==> src/rtl/gtp_tx_framer.sv <==
// Transmit-side link framer for a GTP TX path with 8b10b enabled.
// Wraps each upstream packet as SOF, payload, checksum, EOF and fills the
// link with comma idles between frames. Single clock domain (tx_clk).
//
// Handshake: a payload word transfers on a rising tx_clk edge where
// s_valid and s_ready are both high. s_ready is combinational
// (state==DATA && link_ready), so it never depends on s_valid.
// s_data and s_last are only looked at when s_valid is high.
module gtp_tx_framer #(
  parameter int MAX_LEN  = 256,
  parameter int IDLE_MIN = 4
) (
  input  logic        tx_clk,
  input  logic        reset,
  input  logic        link_ready,
  input  logic [15:0] s_data,
  input  logic        s_valid,
  input  logic        s_last,
  output logic        s_ready,
  output logic [15:0] tx_data,
  output logic        tx_is_k,
  output logic [15:0] frame_count,
  output logic        trunc,
  output logic        abort,
  output logic [1:0]  dbg_state
);

  typedef enum logic [1:0] {
    ST_IDLE = 2'd0,
    ST_DATA = 2'd1,
    ST_CSUM = 2'd2,
    ST_EOF  = 2'd3
  } state_t;

  localparam logic [15:0] W_IDLE   = 16'h50BC;  // D16.2 / K28.5 comma
  localparam logic [15:0] W_SOF    = 16'h55FB;  // K27.7
  localparam logic [15:0] W_EOF    = 16'h55FD;  // K29.7
  localparam logic [15:0] W_FILL   = 16'h55F7;  // K23.7, dropped by receiver
  localparam logic [7:0]  IDLE_TGT = 8'(IDLE_MIN);
  localparam logic [15:0] LEN_MAX  = 16'(MAX_LEN);

  state_t      state, state_nxt;
  logic [7:0]  idle_cnt, idle_cnt_nxt;
  logic [15:0] csum, csum_nxt;
  logic [15:0] len, len_nxt;
  logic [15:0] len_inc;
  logic [15:0] tx_data_nxt;
  logic        tx_is_k_nxt;
  logic [15:0] frame_count_nxt;
  logic        trunc_nxt;
  logic        abort_nxt;

  assign len_inc   = len + 16'd1;
  assign dbg_state = state;

  // State and output registers; every output word is registered.
  always_ff @(posedge tx_clk or posedge reset) begin
    if (reset) begin
      state       <= ST_IDLE;
      idle_cnt    <= 8'd0;
      csum        <= 16'd0;
      len         <= 16'd0;
      tx_data     <= W_IDLE;
      tx_is_k     <= 1'b1;
      frame_count <= 16'd0;
      trunc       <= 1'b0;
      abort       <= 1'b0;
    end else begin
      state       <= state_nxt;
      idle_cnt    <= idle_cnt_nxt;
      csum        <= csum_nxt;
      len         <= len_nxt;
      tx_data     <= tx_data_nxt;
      tx_is_k     <= tx_is_k_nxt;
      frame_count <= frame_count_nxt;
      trunc       <= trunc_nxt;
      abort       <= abort_nxt;
    end
  end

  // Next-state, next output word and source backpressure.
  always_comb begin
    state_nxt       = state;
    idle_cnt_nxt    = idle_cnt;
    csum_nxt        = csum;
    len_nxt         = len;
    tx_data_nxt     = W_IDLE;
    tx_is_k_nxt     = 1'b1;
    frame_count_nxt = frame_count;
    trunc_nxt       = 1'b0;
    abort_nxt       = 1'b0;
    s_ready         = (state == ST_DATA) && link_ready;

    case (state)
      ST_IDLE: begin
        // Idles only count while the link is up, so the far end always sees
        // at least IDLE_MIN commas before a SOF.
        if ((idle_cnt == IDLE_TGT) && link_ready && s_valid) begin
          tx_data_nxt = W_SOF;
          csum_nxt    = 16'd0;
          len_nxt     = 16'd0;
          state_nxt   = ST_DATA;
        end else if (link_ready && (idle_cnt != IDLE_TGT)) begin
          idle_cnt_nxt = idle_cnt + 8'd1;
        end
      end

      ST_DATA: begin
        if (!link_ready) begin
          abort_nxt    = 1'b1;
          idle_cnt_nxt = 8'd0;
          state_nxt    = ST_IDLE;
        end else if (s_valid) begin
          tx_data_nxt = s_data;
          tx_is_k_nxt = 1'b0;
          csum_nxt    = csum + s_data;
          len_nxt     = len_inc;
          if (s_last || (len_inc == LEN_MAX)) begin
            state_nxt = ST_CSUM;
          end
          // A packet that ends exactly at MAX_LEN closes normally.
          trunc_nxt = !s_last && (len_inc == LEN_MAX);
        end else begin
          tx_data_nxt = W_FILL;
        end
      end

      ST_CSUM: begin
        if (!link_ready) begin
          abort_nxt    = 1'b1;
          idle_cnt_nxt = 8'd0;
          state_nxt    = ST_IDLE;
        end else begin
          tx_data_nxt = csum;
          tx_is_k_nxt = 1'b0;
          state_nxt   = ST_EOF;
        end
      end

      ST_EOF: begin
        if (!link_ready) begin
          abort_nxt    = 1'b1;
          idle_cnt_nxt = 8'd0;
          state_nxt    = ST_IDLE;
        end else begin
          tx_data_nxt     = W_EOF;
          frame_count_nxt = frame_count + 16'd1;
          idle_cnt_nxt    = 8'd0;
          state_nxt       = ST_IDLE;
        end
      end

      default: begin
        state_nxt = ST_IDLE;
      end
    endcase
  end

endmodule

==> config.mk <==
export PLATFORM = sky130hd
export DESIGN_NAME = gtp_tx_framer
export DESIGN_NICKNAME = d
export VERILOG_FILES = /design/src/rtl/gtp_tx_framer.sv
export SDC_FILE = /design/constraint.sdc
export NUM_CORES = 1
export LEC_CHECK = 0
export ABC_AREA = 1
export ABC_CLOCK_PERIOD_IN_PS = 2700
export BUFFER_PORTS_ARGS = -buffer_cell sky130_fd_sc_hd__buf_4
export CAP_MARGIN = 40
export CORE_ASPECT_RATIO = 0.7
export CORE_UTILIZATION = 39
export DETAILED_ROUTE_END_ITERATION = 6
export SETUP_SLACK_MARGIN = 0.15
export SLEW_MARGIN = 20
export SYNTH_ARGS = -nofsm -noshare
export SYNTH_HDL_FRONTEND = slang
export SYNTH_SLANG_ARGS = --single-unit
export TNS_END_PERCENT = 20
==> constraint.sdc <==
create_clock -name tx_clk -period 2.7 [get_ports tx_clk]
set_clock_uncertainty 0.05 [all_clocks]
set_input_delay 0.135 -clock tx_clk [delete_from_list [all_inputs] [get_ports tx_clk]]
set_output_delay 0.135 -clock tx_clk [all_outputs]
set_load 0.01 [all_outputs]
## After elaboration in Yosys (flattened, before gate mapping)

Index checks and enable logic that the tools add are counted.
W data, S select, Z words.

| operators by class | value |
|---|---|
| add/sub/neg operators | 4 |
| equal/unequal tests | 14 |
| multiplexer cells | 31 |
| reduce and logical (&&, ||, !) cells | 15 |

Operators by type and width:

| cell | number |
|---|---|
| $mux W16 | 8 |
| $pmux W16 S2 | 2 |
| $pmux W16 S4 | 1 |
| $add A16 B1 Y16 const B | 2 |
| $mux W8 | 3 |
| $pmux W8 S3 | 1 |
| $mux W11 | 2 |
| $add A16 B16 Y16 | 1 |
| $eq A16 B9 Y1 const B | 1 |
| $ne A2 B2 Y1 const B | 6 |
| $mux W2 | 5 |
| $add A8 B1 Y8 const B | 1 |
| $eq A8 B3 Y1 const B | 1 |
| $ne A8 B3 Y1 const B | 1 |
| $pmux W2 S4 | 1 |
| $mux W1 | 7 |
| $reduce_and A3 Y1 | 2 |
| $logic_and A1 B1 Y1 | 5 |
| $eq A2 B2 Y1 const B | 2 |
| $reduce_and A4 Y1 | 1 |
| $ne A3 B2 Y1 const B | 1 |
| $ne A3 B3 Y1 const B | 1 |
| $reduce_or A3 Y1 | 1 |
| $eq A2 B1 Y1 const B | 1 |
| 7 further kinds | 7 |

| word-level totals | value |
|---|---|
| flip-flop bits (word level) | 77 |
| input port bits | 21 |

## Logic depth before layout (Yosys ltp)

Gate-level depths: netlist of run 1.

| depth | value |
|---|---|
| depth after elaboration | 7 |
| depth in mapped cells | 14 |
| mapped depth without buffers | 14 |

## Worst setup path before layout of run 1

No wires, ideal clock.

| timing | value |
|---|---|
| path type | reg-to-reg |
| from | reg csum[0] |
| to | reg csum[12] |
| setup time | 76 ps |
| arrival | 1814 ps |
| required time | 2574 ps |
| setup slack | 760 ps |
| stages on the path, launching flop included | 12 |
| path buffers | 0 |
| cells stage by stage | dfrtp_1 -> ha_1 -> fa_1 -> nand3_1 -> nand2_1 -> a21boi_0 -> o21bai_1 -> nand2_1 -> nand2_1 -> nand2_1 -> nand2_1 -> o21ai_1 |

| on the way | value |
|---|---|
| word-level cells in the longest chain between the ends | 4 |

RTL lines:

| what | RTL line | RTL |
|---|---|---|
| start: declaration | 44 | `logic [15:0] csum, csum_nxt;` |
| start signal: assignment | 71 | `csum <= csum_nxt;` |
| $add A16 B16 Y16 | 116 | `csum_nxt = csum + s_data;` |
| $mux W16 | 113 | `end else if (s_valid) begin` |
| $mux W16 | 109 | `if (!link_ready) begin` |
| $pmux W16 S2 | 94 | `case (state)` |

No other way between the ends. The select of a mux whose other input is x is not followed.
A chain may end at the register's enable or synchronous reset.

## Final worst setup path of run 1

| timing | value |
|---|---|
| from | reg state[1], in the netlist dbg_state[1] |
| to | reg len[6] |

| on the way | value |
|---|---|
| word-level cells in the longest chain between the ends | 3 |
| elaborated cells between the ends (all ways) | 8 |

RTL lines:

| what | RTL line | RTL |
|---|---|---|
| start: declaration | 42 | `state_t state, state_nxt;` |
| start signal: assignment | 69 | `state <= state_nxt;` |
| $eq A2 B1 Y1 / $logic_not A2 Y1 (equally long branches) | 94 |  |
| $ne A2 B2 Y1 (no source line) / $reduce_bool A2 Y1 (equally long branches) | n/a |  |
| $reduce_and A4 Y1 (no source line) | n/a |  |
| end signal: assignment | 72 | `len <= len_nxt;` |
| end: declaration | 45 | `logic [15:0] len, len_nxt;` |

Parallel ways exist; a longest one is shown, timed or not.

==> metrics.cfg, run 1 <==
[floorplanning]
die_height_um = 92.5
start_util = 0.407
ioPinCount = 59
dieArea_um2 = 12200
fp.dieW_um = 131
core_um2 = 11200
fp-row-count = 32

[finish]
layout_common_cells = 164 x nand2_1, 69 x dfrtp_1, 65 x buf_4
antennaDiodeCount = 0
final_common_cell = nand2_1
area_growth_pct = 22.5
fin_nets = 695
drive_above_1_share = 0.173

[pwr]
power_density_nw_per_um2 = 883
p_leak_nw = 2.72
ir_drop_v = 0.000436

[timing]
setup_slack_ns = 0.321
finalCriticalPeriod_ns = 2.38
final-setup-viol-count = 0
rsz0062_at_grt = false
period_share = 0.881
drv_slew = 0
max-slew-margin-rel = 0.503
worst_pin_slew_ns = 0.739
finalSetupTns_ns = 0
whs_ns = 0.0265
clock.fmax_mhz = 420
hold_viol = 0

[detailed_routing]
postRouteAntennaNets = 0
wl_per_cell_um = 14.2
first_pass_iters = 5
wirelength_um = 11500
drcViolationCount = 0
detail_route.vias_per_cell = 5.07
detail_route.iter0.violations = 285
vias = 4093

[logic_synthesis]
synth_cell_types = 44
synthCells = 579
syn_nets = 625
synthMuxAreaShare = 0.00247
synth_xor_area_frac = 0.0556
async_flop_share = 1.00
postSynthAreaPerCell_um2 = 7.89
synth_compound_area_frac = 0.113
synth_flop_cell = dfrtp_1
yosys-top-cells-area = dfrtp_1 38%, nand2_1 13%, ha_1 6.6%
synth_top_cell_area_share = 0.378
synth_largest_area_cell = dfrtp_1
synth_area_um2 = 4570
synthAdderAreaFrac = 0.0701
yosys.area_share.simple = 0.270
synth_top_family_by_area = simple AND/OR/NAND/NOR gates
ys_seq_area_frac = 0.424
synth_edf_count = 0
yosys_warnings = 0
synth-seq-cells = 77

[critical_path]
rr_worst_depth = 11
rrSetupSlack_ns = 0.32
critPathMaxFanout = 12
startpoint = dbg_state[1]
r2r-end = len[6]
cp_data_required_time_ns = 2.85
critical_path_class = flop to flop
rr_startpoint = dbg_state[1]
critPathLaunchType = flop
endpoint = len[6]
arrival_ns = 2.53
cp-end-kind = flop

[clock_tree]
cts_tree = done
clk_latency_ns = 0.33
clock_path_buffers = 2
numCtsBuffers = 9
clock-root-buffer = clkbuf_16
htreeDepth = 3
path_clk_slew_ns = 0.06
cts.sinks = 77

[flow_run]
drv_cap = 0

[placed_design]
hpwlAfterDp_um = 8790
post-place-ws_ns = 0.268
numPortBuffers = 58
gp_congestion = 0.905

[global_routing]
grt_pass1_wl_um = 19000
grt_util_all_layers = 0.201
antenna_found_initial = 0
grt_pass1_vias = 3791
grt-ovfl-total = 0
grt_start_max_net_pins = 43

[outcome]
status = completed

[min_path]
hp-class = input port to flop

final cells by class:
type / instances / area, um2
Clock inverter: 5 / 83.8
Timing Repair Buffer: 71 / 568
Sequential cell: 77 / 1940
Inverter: 63 / 236
Fill cell: 1066 / 5620
Clock buffer: 11 / 243
Tap cell: 153 / 191
Multi-Input combinational cell: 427 / 2330
how the worst min path moves through the flow:
stage                     slack, ns              end  cells past startpoint        from
final                          0.03      tx_data[13]                      3  s_data[13]
after global routing           0.02      tx_data[13]                      3  s_data[13]
after CTS                     0.007      tx_data[13]                      3  s_data[13]
after detailed placement       0.28  frame_count[13]                      2       reset
after global placement         0.28  frame_count[13]                      2       reset
after floorplan                0.22       tx_data[7]                      2   s_data[7]
routing by layer:
layer  vias up  part of all wire  GRT usage
met2       119              0.39      0.280
met5         -                 0          0
li1       2042                 -          -
met3        10             0.056     0.0432
met4         0            0.0089     0.0475
met1      1922              0.55      0.310
Yosys cell counts, types with 2 or more instances:
| cell type | count |
|---|---|
| nand2_1 | 164 |
| dfrtp_1 | 69 |
| inv_1 | 59 |
| nor2_1 | 50 |
| nand3_1 | 33 |
| o21ai_0 | 29 |
| ha_1 | 24 |
| a21oi_1 | 20 |
| xor2_1 | 20 |
| nand4_1 | 10 |
| o21ai_1 | 10 |
| xnor2_1 | 9 |
| dfstp_2 | 8 |
| nor2_2 | 7 |
| buf_2 | 6 |
| o22ai_1 | 6 |
| a221oi_1 | 5 |
| nor3_1 | 5 |
| a41oi_1 | 4 |
| clkbuf_1 | 4 |
| o21bai_1 | 4 |
| inv_2 | 3 |
| nand2_2 | 3 |
| a31oi_1 | 2 |
| buf_4 | 2 |
| nand3_2 | 2 |
| nand3b_1 | 2 |
| nor4_2 | 2 |
| o211ai_1 | 2 |
logic make-up (layout without fill, tap and decap cells):
family | count (synthesis) | in the layout
AOI/OAI and AO/OA | 88 | 88
xor gates and xnor gates | 29 | 29
adders and majority gates | 25 | 25
buffers and inverters | 75 | 150
DFF | 77 | 77
muxes | 1 | 1
and+or+nand+nor | 284 | 284
state kept, by name, summed over array words and instances, names as in the netlist:
| signal | cells |
|---|---|
| csum | 16 |
| frame_count | 16 |
| abort | 1 |
| dbg_state | 2 |
| len | 16 |
| tx_is_k | 1 |
| idle_cnt | 8 |
| tx_data | 16 |
| trunc | 1 |
metrics by stage:
| stage | utilization | std cells | power [W] | area (um2) |
|---|---|---|---|---|
| 2_1_floorplan | - | 579 | 0.00290 | 4570 |
| 3_3_place_gp | 0.462 | 783 | 0.00354 | 5180 |
| 3_5_place_dp | 0.463 | 784 | 0.00360 | 5190 |
| 4_1_cts | 0.496 | 804 | 0.00494 | 5560 |
| 5_1_grt | 0.499 | 807 | 0.00527 | 5590 |
| 6_report | 0.499 | 807 | 0.00494 | 5590 |
power by group:
group / leakage [nW] / switching, W / internal [W]
Combinational: 1.56 / 0.00127 / 0.000749
Clock: 0.152 / 0.000483 / 0.000837
Sequential: 1.01 / 0.000180 / 0.00143
critical path, cell delays in order, from the launching register on:
cell and delay, ns:
dfrtp_1 0.42, inv_1 0.10, ha_1 0.37, inv_2 0.15, nor2_2 0.26, a21oi_1 0.09, nand2_2 0.23, nor2_4 0.09
buf_4 0.15, buf_4 0.18, nand2_1 0.07, o21ai_0 0.08
what timing repair did:
| item | 4_1_cts | 5_1_grt |
|---|---|---|
| gates resized for setup | 0 | 0 |
| setup buffers | 0 | 2 |
| hold buffers | 4 | 0 |
| setup endpoints to repair | 0 | 9 |
| endpoints found under the hold margin | 36 | 0 |
(Power assumes the default switching activity.)
==> inputs of run 2 (changes only) <==
Settings changed: ABC_CLOCK_PERIOD_IN_PS 2700 to 1900.
Clock period 2.7 ns to 1.9 ns, I/O delays scaled along.
==> run 2 against run 1 <==
Against the previous run: hold slack got worse by 0.0069 ns; power increased by 62%; wire length increased by 9.2%; flip-flop and latch count unchanged; global-route usage increased by 1.5 points; register-to-register slack got worse by 0.41 ns; count of clock-buffer cells in the layout increased by 1; cell count increased by 6.3%; first-iteration DRC count decreased by 5.6%; largest power group unchanged; the run now ends with negative setup slack left.
==> metrics.cfg, run 2 (synthesis results as in run 1) <==
[detailed_routing]
first_pass_iters = 5  ; unchanged
wirelength_um = 12500  ; was 11500 um
drcViolationCount = 0  ; unchanged
postRouteAntennaNets = 0  ; unchanged
detail_route.iter0.violations = 269  ; was 285
wl_per_cell_um = 14.6  ; was 14.2 um
vias = 4319  ; was 4093
detail_route.vias_per_cell = 5.03  ; was 5.07

[outcome]
status = finished, violations left  ; was completed
violations = negative setup slack

[critical_path]
cp-end-kind = flop  ; unchanged
rr_startpoint = idle_cnt[0]  ; was dbg_state[1]
endpoint = csum[3]  ; was len[6]
arrival_ns = 2.20  ; was 2.53 ns
crit_chain = inv_2 -> ha_4 -> nand4_1 -> nor4_4 -> nand2_1 -> nand2_2 -> nand2_4 -> nor2_4 -> buf_12 -> clkinvlp_4 -> o21ai_1  ; was inv_1 -> ha_1 -> inv_2 -> nor2_2 -> a21oi_1 -> nand2_2 -> nor2_4 -> buf_4 -> buf_4 -> nand2_1 -> o21ai_0
startpoint = idle_cnt[0]  ; was dbg_state[1]
critPathLaunchType = flop  ; unchanged
crit_path_top_delay_cell = dfrtp_1  ; unchanged
critPathMaxFanout = 5  ; was 12
critical-path-top-delay-family = simple AND/OR/NAND/NOR gates  ; unchanged
max_stage_delay_ns = 0.39  ; was 0.42 ns
rr_worst_depth = 11  ; unchanged
path_depth = 11  ; unchanged
rrSetupSlack_ns = -0.09  ; was 0.32 ns
r2r-end = csum[3]  ; was len[6]
path_buf_inv = 3  ; was 4
cp_data_required_time_ns = 2.10  ; was 2.85 ns
critical_path_class = flop to flop  ; unchanged

[pwr]
combPwrFrac = 0.498  ; was 0.408
switchingPower_w = 0.00310  ; was 0.00193 W
p_seq_frac = 0.285  ; was 0.325
p_int_w = 0.00489  ; was 0.00301 W
switching_share = 0.388  ; was 0.390
power_density_nw_per_um2 = 1270  ; was 883 nW/um2
p_clk_frac = 0.217  ; was 0.267
ir_drop_v = 0.000716  ; was 0.000436 V
p_leak_nw = 3.00  ; was 2.72 nW

[finish]
seqCellArea_um2 = 1940  ; about the same
fillCellCount = 1044  ; was 1066
drive_above_1_share = 0.288  ; was 0.173
final_util = 0.561  ; was 0.499
antennaDiodeCount = 0  ; unchanged
multi_input_comb_area_um2 = 2610  ; was 2330 um2
area_growth_pct = 37.8  ; was 22.5%
final_common_cell = nand2_1  ; unchanged
layout_common_cells = 156 x nand2_1, 101 x buf_4, 68 x dfrtp_1  ; was 164 x nand2_1, 69 x dfrtp_1, 65 x buf_4
fin_nets = 746  ; was 695
final_cells = 858  ; was 807

[global_routing]
grt_pass1_wl_um = 20700  ; was 19000 um
grt_start_max_net_pins = 32  ; was 43
antenna_found_initial = 0  ; unchanged
grt-ovfl-total = 0  ; unchanged
grt_util_all_layers = 0.216  ; was 0.201
grt_pass1_vias = 4083  ; was 3791

[placed_design]
hpwlAfterDp_um = 9080  ; was 8790 um
post-place-ws_ns = -0.0602  ; was 0.268 ns
numPortBuffers = 58  ; unchanged
gp_congestion = 0.859  ; was 0.905
dp_cells = 821  ; was 784

[floorplanning]
start_util = 0.407  ; unchanged
die_height_um = 92.5  ; unchanged
fp-row-count = 32  ; unchanged
dieArea_um2 = 12200  ; unchanged
core_um2 = 11200  ; unchanged
fp.dieW_um = 131  ; unchanged
ioPinCount = 59  ; unchanged

[clock_tree]
htreeDepth = 3  ; unchanged
cts.sinks = 77  ; unchanged
clock-root-buffer = clkbuf_16  ; unchanged
numCtsBuffers = 9  ; unchanged
clock_path_buffers = 2  ; unchanged
path_clk_slew_ns = 0.06  ; about the same
cts_tree = done  ; unchanged
clk_latency_ns = 0.33  ; about the same

[timing]
drv_slew = 0  ; unchanged
setup_slack_ns = -0.0911  ; was 0.321 ns
hold_viol = 0  ; unchanged
rsz0062_at_grt = true  ; was false
max-slew-margin-rel = 0.702  ; was 0.503
finalCriticalPeriod_ns = 1.99  ; was 2.38 ns
final-setup-viol-count = 22  ; was 0
worst_pin_slew_ns = 0.446  ; was 0.739 ns
clock.fmax_mhz = 502  ; was 420 MHz
period_share = 1.05  ; was 0.881

[min_path]
hp-class = input port to flop  ; unchanged

[flow_run]
drv_cap = 0  ; unchanged

==> run 2: worst min-delay path by stage <==
stage                          from          end  cells past startpoint
after floorplan           s_data[7]   tx_data[7]                      2
after CTS                    s_last        trunc                      3
after global placement        reset  idle_cnt[6]                      2
after global routing         s_last        trunc                      3
final                        s_last        trunc                      3
after detailed placement      reset        abort                      2
==> run 2: worst register-to-register path, stage by stage, from the launching register on <==
cell	delay, ns
dfrtp_1	0.39
inv_2	0.09
ha_4	0.13
nand4_1	0.14
nor4_4	0.19
nand2_1	0.10
nand2_2	0.10
nand2_4	0.07
nor2_4	0.20
buf_12	0.14
clkinvlp_4	0.14
o21ai_1	0.16
==> run 2: final cells by class <==
cell class,instances,share of cell area
clock buffer,12,0.0408
sequential,77,0.308
multi-input combinational,428,0.414
tap,153,0.0304
clock inverter,4,0.00756
timing repair inverter,1,0.00119
inverter,63,0.0388
timing repair buffer,120,0.159
==> run 2: power groups by stage <==
| stage | sequential, W | clock [W] | combinational (W) |
|---|---|---|---|
| 2_1_floorplan | 0.00233 | 0 | 0.00180 |
| 3_3_place_gp | 0.00226 | 0 | 0.00327 |
| 3_5_place_dp | 0.00228 | 0 | 0.00334 |
| 4_1_cts | 0.00227 | 0.00177 | 0.00364 |
| 5_1_grt | 0.00231 | 0.00184 | 0.00436 |
| 6_report | 0.00228 | 0.00173 | 0.00398 |
==> run 2: per-layer routing <==
| metal | up-vias | track usage | wire length [um] | share of wire |
|---|---|---|---|---|
| met2 | 127 | 0.316 | 5310 | 0.42 |
| met5 | - | 0 | 0 | 0 |
| met1 | 2038 | 0.321 | 6390 | 0.51 |
| li1 | 2144 | - | - | - |
| met3 | 10 | 0.0460 | 722 | 0.058 |
| met4 | 0 | 0.0523 | 122 | 0.0097 |
==> run 2: through the flow <==
step	instance area [um2]	total power, W	hold WS, ns	TNS (ns)
2_1_floorplan	4570	0.00413	0.182	-0.0401
3_3_place_gp	5490	0.00553	0.0851	-0.202
3_5_place_dp	5500	0.00562	0.0876	-0.261
4_1_cts	6150	0.00768	0.00693	0
5_1_grt	6290	0.00851	0.0175	-6.32
6_report	6290	0.00799	0.0196	-0.939
==> run 2: what timing repair did <==
item	CTS	global route
buffers inserted	6	4
cloned	0	2
resized for setup	47	22
hold buffers	9	0
setup endpoints to repair	45	58
pin swaps	17	5
hold endpoints to repair	21	0
==> inputs of run 3 (changes only) <==
Settings changed: ABC_CLOCK_PERIOD_IN_PS 1900 to 2100, BUFFER_PORTS_ARGS -buffer_cell sky130_fd_sc_hd__buf_4 to not set, DONT_BUFFER_PORTS set to 1, PLACE_DENSITY set to 0.54.
Clock period 1.9 ns to 2.1 ns, I/O delays scaled along.
==> run 3 against run 2 <==
Against the previous run: highest routed layer is now met5; count of clock-buffer cells in the layout down 3; the run ends with negative hold slack left; wire length up 4.2%; design area down 7.6%.
==> metrics.cfg, run 3 (synthesis results as in run 1) <==
[outcome]
status = finished, violations left  ; unchanged
violations = negative hold slack  ; was negative setup slack

[finish]
drive_above_1_share = 0.213  ; was 0.288
final_common_cell = nand2_1  ; unchanged
multi_input_comb_area_um2 = 2600  ; was 2610 um2
fillCellCount = 1049  ; was 1044
layout_common_cells = 153 x nand2_1, 68 x dfrtp_1, 52 x inv_1  ; was 156 x nand2_1, 101 x buf_4, 68 x dfrtp_1
seqCellArea_um2 = 1940  ; unchanged
final_util = 0.519  ; was 0.561
antennaDiodeCount = 0  ; unchanged
fin_nets = 680  ; was 746
area_growth_pct = 27.3  ; was 37.8%
final_cells = 792  ; was 858

[critical_path]
critPathMaxFanout = 6  ; was 5
critPathLaunchType = flop  ; unchanged
arrival_ns = 2.26  ; was 2.20 ns
startpoint = idle_cnt[0]  ; unchanged
cp-end-kind = flop  ; unchanged
crit_chain = inv_2 -> ha_4 -> nand4_1 -> nor4_4 -> nand2_1 -> nand2_2 -> nand2_4 -> nor2_4 -> clkinvlp_4 -> o21ai_1  ; was inv_2 -> ha_4 -> nand4_1 -> nor4_4 -> nand2_1 -> nand2_2 -> nand2_4 -> nor2_4 -> buf_12 -> clkinvlp_4 -> o21ai_1
critical-path-top-delay-family = simple AND/OR/NAND/NOR gates  ; unchanged
crit_path_top_delay_cell = dfrtp_1  ; unchanged
path_buf_inv = 2  ; was 3
rr_startpoint = idle_cnt[0]  ; unchanged
critical_path_class = flop to flop  ; unchanged
max_stage_delay_ns = 0.40  ; was 0.39 ns
cp_data_required_time_ns = 2.32  ; was 2.10 ns

[timing]
finalCriticalPeriod_ns = 2.05  ; was 1.99 ns
whs_ns = -0.0162  ; was 0.0196 ns
rsz0062_at_grt = true  ; unchanged
final-setup-viol-count = 0  ; was 22
setup_slack_ns = 0.0536  ; was -0.0911 ns
worst_pin_slew_ns = 0.443  ; was 0.446 ns
drv_slew = 0  ; unchanged
period_share = 0.974  ; was 1.05
clock.fmax_mhz = 489  ; was 502 MHz
hold_viol = 2  ; was 0
max-slew-margin-rel = 0.705  ; was 0.702
finalSetupTns_ns = 0  ; was -0.939 ns

[detailed_routing]
first_pass_iters = 5  ; unchanged
wl_per_cell_um = 16.5  ; was 14.6 um
drcViolationCount = 0  ; unchanged
vias = 4204  ; was 4319
detail_route.vias_per_cell = 5.31  ; was 5.03
postRouteAntennaNets = 0  ; unchanged
wirelength_um = 13100  ; was 12500 um
detail_route.iter0.violations = 318  ; was 269

[clock_tree]
cts_tree = done  ; unchanged
htreeDepth = 3  ; unchanged
cts.sinks = 77  ; unchanged
clk_latency_ns = 0.34  ; was 0.33 ns
clock-root-buffer = clkbuf_16  ; unchanged
path_clk_slew_ns = 0.07  ; was 0.06 ns
numCtsBuffers = 9  ; unchanged
clock_path_buffers = 2  ; unchanged

[placed_design]
post-place-ws_ns = 0.0323  ; was -0.0602 ns
hpwlAfterDp_um = 9160  ; was 9080 um
dp_cells = 744  ; was 821
numPortBuffers = 0  ; was 58
gp_congestion = 0.891  ; was 0.859

[floorplanning]
die_height_um = 92.5  ; unchanged
fp.dieW_um = 131  ; unchanged
fp-row-count = 32  ; unchanged
dieArea_um2 = 12200  ; unchanged
start_util = 0.407  ; unchanged
core_um2 = 11200  ; unchanged
ioPinCount = 59  ; unchanged

[global_routing]
grtUsageMet3 = 0.0542  ; was 0.0460
use_met1 = 0.321  ; about the same
grt_util_all_layers = 0.218  ; was 0.216
grt_pass1_vias = 3871  ; was 4083
busiest_layer = met1  ; unchanged
grtUsageMet2 = 0.313  ; was 0.316
grt_start_max_net_pins = 32  ; unchanged
antenna_found_initial = 1  ; was 0
grt_pass1_wl_um = 20500  ; was 20700 um
grt-ovfl-total = 0  ; unchanged

[pwr]
power_density_nw_per_um2 = 1190  ; was 1270 nW/um2
ir_drop_v = 0.000569  ; was 0.000716 V
p_leak_nw = 2.68  ; was 3.00 nW

[min_path]
hp-start = link_ready  ; was s_last
hp-class = input port to flop  ; unchanged

[flow_run]
drv_cap = 0  ; unchanged

[run 3: cell types whose count changed in the layout (fill, tap and decap cells not counted), sizes merged]
cell and delta:
clkinvlp +1, clkbuf -2, clkinv -1, a21oi -1, dlygate4sd3 +8, buf -74, inv +3
[run 3: layout make-up]
| cell class | count | share of cell area |
|---|---|---|
| Timing Repair inverter | 1 | 0.00129 |
| Timing Repair Buffer | 55 | 0.0901 |
| Multi-Input combinational cell | 427 | 0.447 |
| Clock buffer | 9 | 0.0387 |
| Clock inverter | 7 | 0.0138 |
| Tap cell | 153 | 0.0329 |
| Inverter | 63 | 0.0430 |
| Sequential cell | 77 | 0.333 |
[run 3: tightest hold or removal path: cells and delay by family]
kind               cells  cell delay [ns]
and+or+nand+nor        1             0.06
AOI/OAI and AO/OA      2             0.16
[run 3: worst paths after layout]
path                                   to  slack, ns  depth (start not counted)
max                               csum[5]       0.05                         10
min                           idle_cnt[5]      -0.02                          3
max reg2reg                       csum[5]       0.05                         10
min reg2reg                       len[15]       0.47                          2
max in group asynchronous      tx_data[7]       1.04                          3
min in group asynchronous  frame_count[7]       0.18                          2
[run 3: power breakdown]
group | internal [W] | switching [W]
combinational | 0.00127 | 0.00188
clock | 0.000940 | 0.000672
sequential | 0.00184 | 0.000322
[run 3: repair_timing]
item	4_1_cts	5_1_grt
hold buffers	17	0
setup endpoints to repair	24	53
pin swaps	7	22
cloned	1	1
gates resized for setup	15	66
hold endpoints to repair	34	0
setup buffers	5	8
[run 3: stage by stage]
step	power (W)	instance area, um2
floorplan	0.00373	4570
global placement	0.00461	4890
detailed placement	0.00468	4890
CTS	0.00654	5470
global route	0.00731	5820
finish	0.00693	5820
[run 3: metal layers]
layer  wire [um]  part of all wire
met1        6600              0.50
met2        5520              0.42
met3         814             0.062
met4         127            0.0097
met5           8           0.00061
